### config.mk
export PLATFORM = sky130hd
export DESIGN_NAME = ft8_tx_sequencer
export DESIGN_NICKNAME = d
export VERILOG_FILES = /design/src/rtl/ft8_tx_sequencer.sv
export SDC_FILE = /design/constraint.sdc
export NUM_CORES = 1
export LEC_CHECK = 0
export BUFFER_PORTS_ARGS = -buffer_cell sky130_fd_sc_hd__buf_2
export CORE_UTILIZATION = 50
export DETAILED_ROUTE_END_ITERATION = 8
export GPL_TIMING_DRIVEN = 0
export HOLD_SLACK_MARGIN = 0.06
export PLACE_DENSITY = 0.64
export SLEW_MARGIN = 20
export SYNTH_ARGS = -nofsm -noshare
export SYNTH_HDL_FRONTEND = slang
export SYNTH_SLANG_ARGS = --single-unit
### constraint.sdc
create_clock -name clk -period 9.8 [get_ports clk]
set_input_delay 1.47 -clock clk [delete_from_list [all_inputs] [get_ports clk]]
set_output_delay 1.47 -clock clk [all_outputs]
set_load 0.02 [all_outputs]
### src/rtl/ft8_tx_sequencer.sv
// ---------------------------------------------------------------------------
// ft8_tx_sequencer
//
// Transmit-side controller around the FT8 modulator datapath. It collects a
// host text message, streams it to the modulator as a fixed-length burst
// (padding with spaces), captures the resulting tone indices, then replays
// them to the tone generator after a qualifying slot boundary, holding each
// tone for one symbol period.
//
// Ports:
//   clk, rst_n            clock (rising edge), asynchronous active-low reset
//   msg_char[7:0]         host ASCII character
//   msg_char_valid        host character strobe
//   msg_end               marks msg_char as the last character
//   msg_char_ready        high when a host character can be accepted
//   slot_tick             one-cycle pulse at each slot boundary
//   tx_enable             permits transmission at slot_tick
//   abort                 synchronous abort, highest priority
//   mod_ascii[7:0]        character to the modulator
//   mod_data_valid        character strobe to the modulator
//   mod_symbol[2:0]       modulator tone index
//   mod_symbol_valid      modulator tone strobe
//   mod_message_complete  modulator end-of-message pulse
//   tone[2:0]             current transmit tone (holds when tone_valid=0)
//   tone_valid            high for the whole transmit window
//   tone_strobe           pulse on the first cycle of each symbol
//   busy                  high in any state other than IDLE
//   error                 sticky fault flag, cleared by the next accepted char
//   state_dbg[2:0]        current FSM state encoding
//
// Handshake: a host character is consumed on any rising clock edge where
// msg_char_valid && msg_char_ready; msg_end is meaningful only on that edge.
// The modulator side has no backpressure: mod_data_valid and
// mod_symbol_valid are single-cycle strobes consumed unconditionally.
// ---------------------------------------------------------------------------
module ft8_tx_sequencer #(
   parameter int MSG_MAX        = 13,
   parameter int NUM_SYMBOLS    = 79,
   parameter int SYM_PERIOD_CYC = 1920,
   parameter int TIMEOUT_CYC    = 4096
) (
   input  logic       clk,
   input  logic       rst_n,
   input  logic [7:0] msg_char,
   input  logic       msg_char_valid,
   input  logic       msg_end,
   output logic       msg_char_ready,
   input  logic       slot_tick,
   input  logic       tx_enable,
   input  logic       abort,
   output logic [7:0] mod_ascii,
   output logic       mod_data_valid,
   input  logic [2:0] mod_symbol,
   input  logic       mod_symbol_valid,
   input  logic       mod_message_complete,
   output logic [2:0] tone,
   output logic       tone_valid,
   output logic       tone_strobe,
   output logic       busy,
   output logic       error,
   output logic [2:0] state_dbg
);

   localparam int CHAR_W = $clog2(MSG_MAX);
   localparam int SYM_W  = $clog2(NUM_SYMBOLS);
   localparam int PER_W  = $clog2(SYM_PERIOD_CYC);
   localparam int TMO_W  = $clog2(TIMEOUT_CYC);

   localparam logic [CHAR_W-1:0] CHAR_LAST = CHAR_W'(MSG_MAX - 1);
   localparam logic [SYM_W-1:0]  SYM_LAST  = SYM_W'(NUM_SYMBOLS - 1);
   localparam logic [PER_W-1:0]  PER_LAST  = PER_W'(SYM_PERIOD_CYC - 1);
   localparam logic [TMO_W-1:0]  TMO_LAST  = TMO_W'(TIMEOUT_CYC - 1);

   typedef enum logic [2:0] {
      S_IDLE    = 3'd0,
      S_LOAD    = 3'd1,
      S_FEED    = 3'd2,
      S_COLLECT = 3'd3,
      S_ARMED   = 3'd4,
      S_TX      = 3'd5
   } state_t;

   state_t state;
   state_t next_state;

   logic [7:0]        char_buf [MSG_MAX];
   logic [2:0]        sym_buf  [NUM_SYMBOLS];
   logic [CHAR_W-1:0] char_cnt;
   logic [CHAR_W-1:0] feed_idx;
   logic [SYM_W-1:0]  sym_cnt;
   logic [SYM_W-1:0]  tx_idx;
   logic [PER_W-1:0]  per_cnt;
   logic [TMO_W-1:0]  tmo_cnt;

   logic accept_char;
   logic collect_fault;
   logic tx_start;

   // ---------------------------------------------------------------------
   // Next-state logic
   // ---------------------------------------------------------------------
   always_comb begin
      next_state    = state;
      accept_char   = 1'b0;
      collect_fault = 1'b0;
      tx_start      = 1'b0;
      case (state)
         S_IDLE: begin
            if (msg_char_valid) begin
               accept_char = 1'b1;
               next_state  = msg_end ? S_FEED : S_LOAD;
            end
         end
         S_LOAD: begin
            if (msg_char_valid) begin
               accept_char = 1'b1;
               // This write fills the last slot when char_cnt is MSG_MAX-1.
               if (msg_end || char_cnt == CHAR_LAST) next_state = S_FEED;
            end
         end
         S_FEED: begin
            if (feed_idx == CHAR_LAST) next_state = S_COLLECT;
         end
         S_COLLECT: begin
            // Completion is only legitimate together with the final symbol;
            // a completion on its own means the modulator came up short.
            if (mod_symbol_valid && sym_cnt == SYM_LAST) begin
               next_state = S_ARMED;
            end else if (mod_message_complete) begin
               collect_fault = 1'b1;
               next_state    = S_IDLE;
            end else if (!mod_symbol_valid && tmo_cnt == TMO_LAST) begin
               collect_fault = 1'b1;
               next_state    = S_IDLE;
            end
         end
         S_ARMED: begin
            if (slot_tick && tx_enable) begin
               tx_start   = 1'b1;
               next_state = S_TX;
            end
         end
         S_TX: begin
            if (per_cnt == PER_LAST && tx_idx == SYM_LAST) next_state = S_IDLE;
         end
         default: next_state = S_IDLE;
      endcase
      if (abort) begin
         next_state    = S_IDLE;
         accept_char   = 1'b0;
         collect_fault = 1'b0;
         tx_start      = 1'b0;
      end
   end

   always_ff @(posedge clk or negedge rst_n) begin
      if (!rst_n) state <= S_IDLE;
      else        state <= next_state;
   end

   // ---------------------------------------------------------------------
   // Buffers and counters
   // ---------------------------------------------------------------------
   always_ff @(posedge clk or negedge rst_n) begin
      if (!rst_n) begin
         for (int i = 0; i < MSG_MAX; i++)     char_buf[i] <= '0;
         for (int i = 0; i < NUM_SYMBOLS; i++) sym_buf[i]  <= '0;
         char_cnt <= '0;
         feed_idx <= '0;
         sym_cnt  <= '0;
         tx_idx   <= '0;
         per_cnt  <= '0;
         tmo_cnt  <= '0;
         tone     <= '0;
      end else if (abort) begin
         char_cnt <= '0;
         feed_idx <= '0;
         sym_cnt  <= '0;
         tx_idx   <= '0;
         per_cnt  <= '0;
         tmo_cnt  <= '0;
      end else begin
         case (state)
            S_IDLE: begin
               if (accept_char) begin
                  char_buf[0] <= msg_char;
                  char_cnt    <= CHAR_W'(1);
               end
            end
            S_LOAD: begin
               if (accept_char) begin
                  char_buf[char_cnt] <= msg_char;
                  char_cnt           <= char_cnt + 1'b1;
               end
            end
            S_FEED: begin
               if (feed_idx == CHAR_LAST) begin
                  feed_idx <= '0;
                  sym_cnt  <= '0;
                  tmo_cnt  <= '0;
               end else begin
                  feed_idx <= feed_idx + 1'b1;
               end
            end
            S_COLLECT: begin
               if (mod_symbol_valid) begin
                  sym_buf[sym_cnt] <= mod_symbol;
                  tmo_cnt          <= '0;
                  // Compare against the last index rather than NUM_SYMBOLS
                  // so the counter never needs to represent NUM_SYMBOLS.
                  sym_cnt <= (sym_cnt == SYM_LAST) ? '0 : sym_cnt + 1'b1;
               end else begin
                  tmo_cnt <= tmo_cnt + 1'b1;
               end
               if (collect_fault) begin
                  sym_cnt <= '0;
                  tmo_cnt <= '0;
               end
            end
            S_ARMED: begin
               if (tx_start) begin
                  tone    <= sym_buf[0];
                  tx_idx  <= '0;
                  per_cnt <= '0;
               end
            end
            S_TX: begin
               if (per_cnt == PER_LAST) begin
                  per_cnt <= '0;
                  if (tx_idx == SYM_LAST) begin
                     tx_idx <= '0;
                  end else begin
                     tx_idx <= tx_idx + 1'b1;
                     tone   <= sym_buf[tx_idx + 1'b1];
                  end
               end else begin
                  per_cnt <= per_cnt + 1'b1;
               end
            end
            default: ;
         endcase
      end
   end

   always_ff @(posedge clk or negedge rst_n) begin
      if (!rst_n)             error <= 1'b0;
      else if (accept_char)   error <= 1'b0;
      else if (collect_fault) error <= 1'b1;
   end

   // ---------------------------------------------------------------------
   // Outputs
   // ---------------------------------------------------------------------
   // Gated by rst_n so every output reads 0 while reset is held.
   assign msg_char_ready = rst_n && (state == S_IDLE || state == S_LOAD);
   assign mod_data_valid = (state == S_FEED);
   assign mod_ascii      = (state != S_FEED)     ? 8'h00 :
                           (feed_idx < char_cnt) ? char_buf[feed_idx] : 8'h20;
   assign tone_valid     = (state == S_TX);
   assign tone_strobe    = (state == S_TX) && (per_cnt == '0);
   assign busy           = (state != S_IDLE);
   assign state_dbg      = state;

endmodule
==> results of run 1 <==
==> cells by family after synthesis <==
family,count (synthesis),synth area share (%)
AOI/OAI and AO/OA,127,4.34
xor gates and xnor gates,13,0.600
adders and majority gates,16,1.05
buffers and inverters,98,2.23
DFF,393,51.8
muxes,451,32.0
and+or+nand+nor,323,8.03
==> final cells by class <==
class                           instances  area share [%]
Sequential cell                       393            46.1
Clock buffer                           66            5.91
Buffer                                 78            1.63
Timing Repair Buffer                   39            1.38
Multi-Input combinational cell        930            40.9
Clock inverter                         10           0.774
Inverter                               20           0.352
Tap cell                              511            2.99
==> report_power, final <==
| part | total [mW] | internal [mW] | switching (mW) |
|---|---|---|---|
| clock | 1.64 | 0.970 | 0.671 |
| combinational | 0.432 | 0.171 | 0.262 |
| sequential | 1.71 | 1.67 | 0.0389 |
| total | 3.79 | 2.81 | 0.971 |
==> flip-flops by register name, summed over array words and instances (netlist names) <==
register	count
sym_buf	237
error	1
sym_cnt	7
tmo_cnt	12
feed_idx	4
char_buf	104
tx_idx	7
state_dbg	3
per_cnt	11
tone	3
char_cnt	4
==> worst max-delay path, cell delays in order (launching register included) <==
cell,delay [ns]
dfrtp_1,0.38
clkbuf_1,0.56
clkbuf_1,0.59
mux4_2,0.35
mux2i_1,0.09
a211oi_1,0.43
buf_2,0.25
==> per-stage QoR <==
step	worst slack, ns	area (um^2)
after global routing	4.97	21400
after global placement	-0.479	19800
after detailed placement	5.12	19900
after CTS	5.08	21400
final	5.11	21400
after floorplan	6.34	19000
==> worst max-delay path by stage <==
stage / startpoint / endpoint / slack (ns)
floorplan: rst_n / msg_char_ready / 6.34
global placement: rst_n / sym_buf[61] / -0.48
detailed placement: rst_n / msg_char_ready / 5.12
CTS: feed_idx[1] / mod_ascii[6] / 5.08
global route: feed_idx[1] / mod_ascii[6] / 4.97
finish: feed_idx[1] / mod_ascii[7] / 5.11
==> per-layer routing <==
metal	global-route usage [%]	vias to the layer above	share of wire (%)
met1	33.5	6315	45
met3	4.11	85	5.1
met4	8.76	0	2.7
met5	0	-	0
met2	38.6	311	47
li1	-	5405	-
==> placed cells by master (no fill, tap or decap), types with 5 or more instances in the layout <==
master	n
a211oi_1	10
a21o_1	6
a21oi_1	17
a221oi_1	8
a31oi_1	6
and2_1	5
and3_1	6
buf_2	47
clkbuf_1	69
clkbuf_16	43
clkbuf_8	10
dfrtp_1	393
ha_1	16
inv_1	19
mux2_2	344
mux2i_1	17
mux4_2	90
nand2_1	101
nand2b_1	9
nand3_1	24
nand3b_1	6
nand4_1	14
nor2_1	94
nor2b_1	15
nor3_1	13
nor4_1	10
o21ai_0	41
o21ai_1	10
o31ai_1	7
or3_1	8
xnor2_1	6
xor2_1	7
==> results.cfg, run 1 <==
[drt]
ant_nets = 0
drt_iter0_markers = 672
drc = 0
viasPerCell = 5.92
dr.pass1.iters = 7
vias = 12100
wl_per_cell_um = 21.9
wl_mm = 44.7

[finish]
ff_latch_area_um2 = 9830
area_growth_pct = 12.4
diodes = 0
drive_above_1_share_pct = 36.7
multiInputGateArea_um2 = 8730
fin_util_pct = 57.0
num-fill-cells = 3080
fin_cells = 2047
final_nets = 1541

[hold_path]
hold_depth = 1
holdCritStartpoint = tmo_cnt[11]
min_to = tmo_cnt[11]
hold_class = reg2reg

[critical_path]
rr_worst_depth = 13
r2r_start = tx_idx[0]
cp.required_ns = 8.33
worstPathArrival_ns = 3.22
r2r_setup_slack_ns = 5.52
crit_fanout = 10
rr_endpoint = tone[1]
critical_path_class = reg2out
cp-end-kind = output port
startpoint_type = flip-flop

[logic_synthesis]
synth.largest_area_cell = dfrtp_1
syn-cell-area_um2 = 19000
synth_cell_types = 58
yosys_register_bits = 393
synth_nets = 1457
synth_area_leaders = dfrtp_1, mux2_2, mux4_2
synth_top_area_share_pct = 51.8
synth_edf_count = 0
postSynthCellCount = 1421
synth.yosys.seq_area_share_pct = 51.8
yosysMostFrequentCell = dfrtp_1
ys_warn_count = 0
syn_area_per_cell_um2 = 13.4
ys.flop_type = dfrtp_1
async_reset_ff_share_pct = 100
synth_commonest_cells = dfrtp_1, mux2_2, nand2_1, nor2_1, mux4_2

[clocking]
cts_hold_buf = 0
clock_path_buffers = 3
clkSinkCount = 393
cts_buffers = 43
htreeDepth = 2
cts_root_buffer = clkbuf_16
cts_tree = done
clk_latency_ns = 0.58
cts_resized = 0
clkTransAtPathRegs_ns = 0.06
postCtsSetupBuffers = 0

[grt]
grt_overflow_total = 0
grt_max_degree = 97
grt_pass1_vias = 12600
track_usage_pct = 24.2
antenna_found_initial = 0
grt_pass1_wl_mm = 72.0

[sta]
setup-violations-final = 0
clock-skew-final_ns = 0.0123
max_freq_ghz = 0.213
rsz0062_at_grt = no
setup_tns_ns = 0
hold_ws_ns = 0.487
slew_headroom_pct = 33.0
fin_crit_ns = 4.69
fin_crit_sh_pct = 47.9
hold_viol_final = 0
report.final.slew_viol_count = 0
worst_pin_slew_ns = 1.01

[floorplan]
core_um2 = 37500
boundaryPins = 40
rows = 71
die_h_um = 197
dieArea_um2 = 38800
start_util_pct = 50.7
fp.dieW_um = 197

[placed_design]
dpl.hpwl_mm = 31.3
dp.cells = 1971
place.gp.congestion = 0.907
numPortBuffers = 35

[power_and_ir_drop]
peakVddDrop_mv = 0.159
p_leak_nw = 10.1
p_total_mw = 3.79
p_per_area_nw_per_um2 = 177

[status]
status = finished, final reports clean

[run]
cap_violations = 0
(Power assumes the default switching activity.)
==> inputs of run 2 (changes only) <==
--- a/config.mk
+++ b/config.mk
@@ -5,12 +5,13 @@
 export SDC_FILE = /design/constraint.sdc
 export NUM_CORES = 1
 export LEC_CHECK = 0
+export ABC_AREA = 1
 export BUFFER_PORTS_ARGS = -buffer_cell sky130_fd_sc_hd__buf_2
 export CORE_UTILIZATION = 50
 export DETAILED_ROUTE_END_ITERATION = 8
 export GPL_TIMING_DRIVEN = 0
 export HOLD_SLACK_MARGIN = 0.06
-export PLACE_DENSITY = 0.64
+export PLACE_DENSITY = 0.66
 export SLEW_MARGIN = 20
 export SYNTH_ARGS = -nofsm -noshare
 export SYNTH_HDL_FRONTEND = slang
==> constraint.sdc (replaced) <==
create_clock -name clk -period 4.3 [get_ports clk]
set_input_delay 0.645 -clock clk [delete_from_list [all_inputs] [get_ports clk]]
set_output_delay 0.645 -clock clk [all_outputs]
set_load 0.02 [all_outputs]
==> results.cfg, run 2 <==
[sta]
fin_ws_ns = 0.180
clock-skew-final_ns = 0.0197
report.final.slew_viol_count = 0
max_freq_ghz = 0.243
fin_crit_ns = 4.12
rsz0062_at_grt = no
worst_pin_slew_ns = 1.07
slew_headroom_pct = 28.2
fin_crit_sh_pct = 95.8
setup_tns_ns = 0
hold_viol_final = 0
setup-violations-final = 0

[logic_synthesis]
async_reset_ff_share_pct = 100
synth_top_area_share_pct = 51.4
synth_area_leaders = dfrtp_1, nand2_1, o21ai_0
synth_commonest_cells = nand2_1, o21ai_0, dfrtp_1, nand3_1, inv_1
synthSimpleGateAreaFrac_pct = 25.8
postSynthCellCount = 2454
synth.mux.area_fraction_pct = 0
ys_warn_count = 0
syn-cell-area_um2 = 19100
synth.largest_area_cell = dfrtp_1
syn_area_per_cell_um2 = 7.79
synth_edf_count = 0
yosysMostFrequentCell = nand2_1
synth_fa_ha_area_share_pct = 1.05
yosys_register_bits = 393
synth-xor-area-share_pct = 0.635
synth_top_family_by_area = simple AND/OR/NAND/NOR gates
synth_compound_area_share_pct = 15.2
ys.flop_type = dfrtp_1
synth.yosys.seq_area_share_pct = 51.4
synth_cell_types = 45
synth_nets = 2490

[floorplan]
dieArea_um2 = 39000
boundaryPins = 40
core_um2 = 37700
die_h_um = 198
fp.dieW_um = 198
start_util_pct = 50.8
rows = 71

[grt]
grt_pass1_vias = 16600
grt_max_degree = 100
grt_pass1_wl_mm = 92.7
track_usage_pct = 30.9
antenna_found_initial = 0
grt_overflow_total = 0

[placed_design]
place_ws_ns = 0.301
dpl.hpwl_mm = 40.6
numPortBuffers = 39
place.gp.congestion = 0.921
place_area_um2 = 20100

[clocking]
cts_buffers = 45
htreeDepth = 2
clk_latency_ns = 0.58
cts_root_buffer = clkbuf_16
clkSinkCount = 393
postCtsSetupBuffers = 0
clock_path_buffers = 3
cts_tree = done
clkTransAtPathRegs_ns = 0.06

[power_and_ir_drop]
internal-power_mw = 6.45
p_sw_share_pct = 28.1
p_leak_nw = 9.79
p_clk_share_pct = 42.2
peakVddDrop_mv = 0.343
seq_power_share_pct = 44.2
p_per_area_nw_per_um2 = 416
pwr-share-comb_pct = 13.6
switchingPower_mw = 2.52

[finish]
multiInputGateArea_um2 = 8170
num-fill-cells = 3550
fin_util_pct = 57.2
stdcell_area_um2 = 21500
largest_register_ffs = 237
drive_above_1_share_pct = 6.87
final_nets = 2581
diodes = 0
top_regs = sym_buf x237, char_buf x104, tmo_cnt x12
largest-register = sym_buf
ff_latch_area_um2 = 9830
area_growth_pct = 12.6
layout_common_cells = nand2_1, o21ai_0, dfrtp_1, nand3_1, inv_1
final_common_cell = nand2_1

[critical_path]
cp.required_ns = 4.80
rr_worst_depth = 18
r2r_setup_slack_ns = 0.18
worstPathArrival_ns = 4.62
r2r_start = tx_idx[0]
crit_start = tx_idx[0]
crit_fanout = 10
cp-end-kind = flip-flop
critical_path_class = reg2reg
startpoint_type = flip-flop
rr_endpoint = tone[2]

[hold_path]
min_to = char_buf[21]
holdCritStartpoint = msg_char[5]
hold_class = in2reg
hold_depth = 3

[status]
status = finished, final reports clean

[drt]
ant_nets = 0
vias = 17300
wl_per_cell_um = 18.9
drc = 0
drt_iter0_markers = 1709
viasPerCell = 5.61
dr.pass1.iters = 5
wl_mm = 58.4

[run]
cap_violations = 0
==> run 2: changes by cell type after synthesis, moves of 17 or more <==
cell / before / now
mux2_2: 344 / 0
a21oi_1: 17 / 69
mux2i_1: 17 / 0
o21ai_0: 41 / 412
mux4_2: 90 / 0
nor2_1: 94 / 132
clkbuf_1: 56 / 81
nand3_1: 24 / 166
inv_1: 19 / 157
nand2_1: 101 / 826
==> run 2: logic make-up (layout without fill, tap and decap cells) <==
logic type / after synthesis / after routing
buffers and inverters: 288 / 411
adders and majority gates: 16 / 16
AOI/OAI and AO/OA: 550 / 550
xor gates and xnor gates: 13 / 13
DFF: 393 / 393
and+or+nand+nor: 1194 / 1194
==> run 2: worst max-delay path: stages (launching register included) <==
cell      delay [ns]
dfrtp_1         0.39
buf_2           0.18
inv_2           0.17
buf_2           0.29
buf_2           0.31
ha_1            0.32
inv_1           0.08
clkbuf_1        0.55
clkbuf_1        0.70
nand2_1         0.14
nand3_1         0.13
nand3_1         0.10
nand3_1         0.14
nand3_1         0.12
nand2_1         0.12
nand2_1         0.09
nand2_1         0.10
nand2_1         0.06
nand2_1         0.06
==> run 2: routing by layer <==
layer / up-vias / GRT usage (%) / routed length, um
met1: 8257 / 42.0 / 24900
li1: 8226 / - / -
met4: 0 / 13.3 / 2080
met3: 125 / 5.33 / 4730
met2: 721 / 48.8 / 26600
met5: - / 0 / 0
==> run 2: how the worst max path moves through the flow <==
stage                         to
global placement    char_buf[98]
global route             tone[2]
CTS                      tone[2]
detailed placement       tone[1]
finish                   tone[2]
floorplan           mod_ascii[0]
==> run 2: timing repair <==
action | in CTS | in global routing
gates resized for setup | 0 | 0
hold buffers | 1 | 0
endpoints found under the hold margin | 57 | 0
==> run 2: metrics by stage <==
stage | power, mW | instances | hold WS (ns)
floorplan | 4.76 | 2454 | 0.349
global placement | 5.20 | 3004 | 0.460
detailed placement | 5.23 | 3008 | 0.464
CTS | 9.00 | 3088 | 0.370
global route | 9.32 | 3088 | 0.422
finish | 8.97 | 3088 | 0.390
==> run 2: area by class of cell <==
class	count	area share (%)
well taps	511	2.97
flip-flops and latches	393	45.7
plain buffers	121	2.31
clock inverters	8	0.319
repair buffers	44	1.51
multi-input cells	1773	37.9
inverters	167	2.91
clock buffers	71	6.39
==> run 2: power groups by stage <==
stage,Clock [mW],Combinational [mW],Sequential [mW]
after floorplan,0,0.740,4.02
after detailed placement,0,1.20,4.02
after global routing,3.98,1.35,3.98
final,3.78,1.22,3.96
after global placement,0,1.17,4.02
after CTS,3.82,1.21,3.96
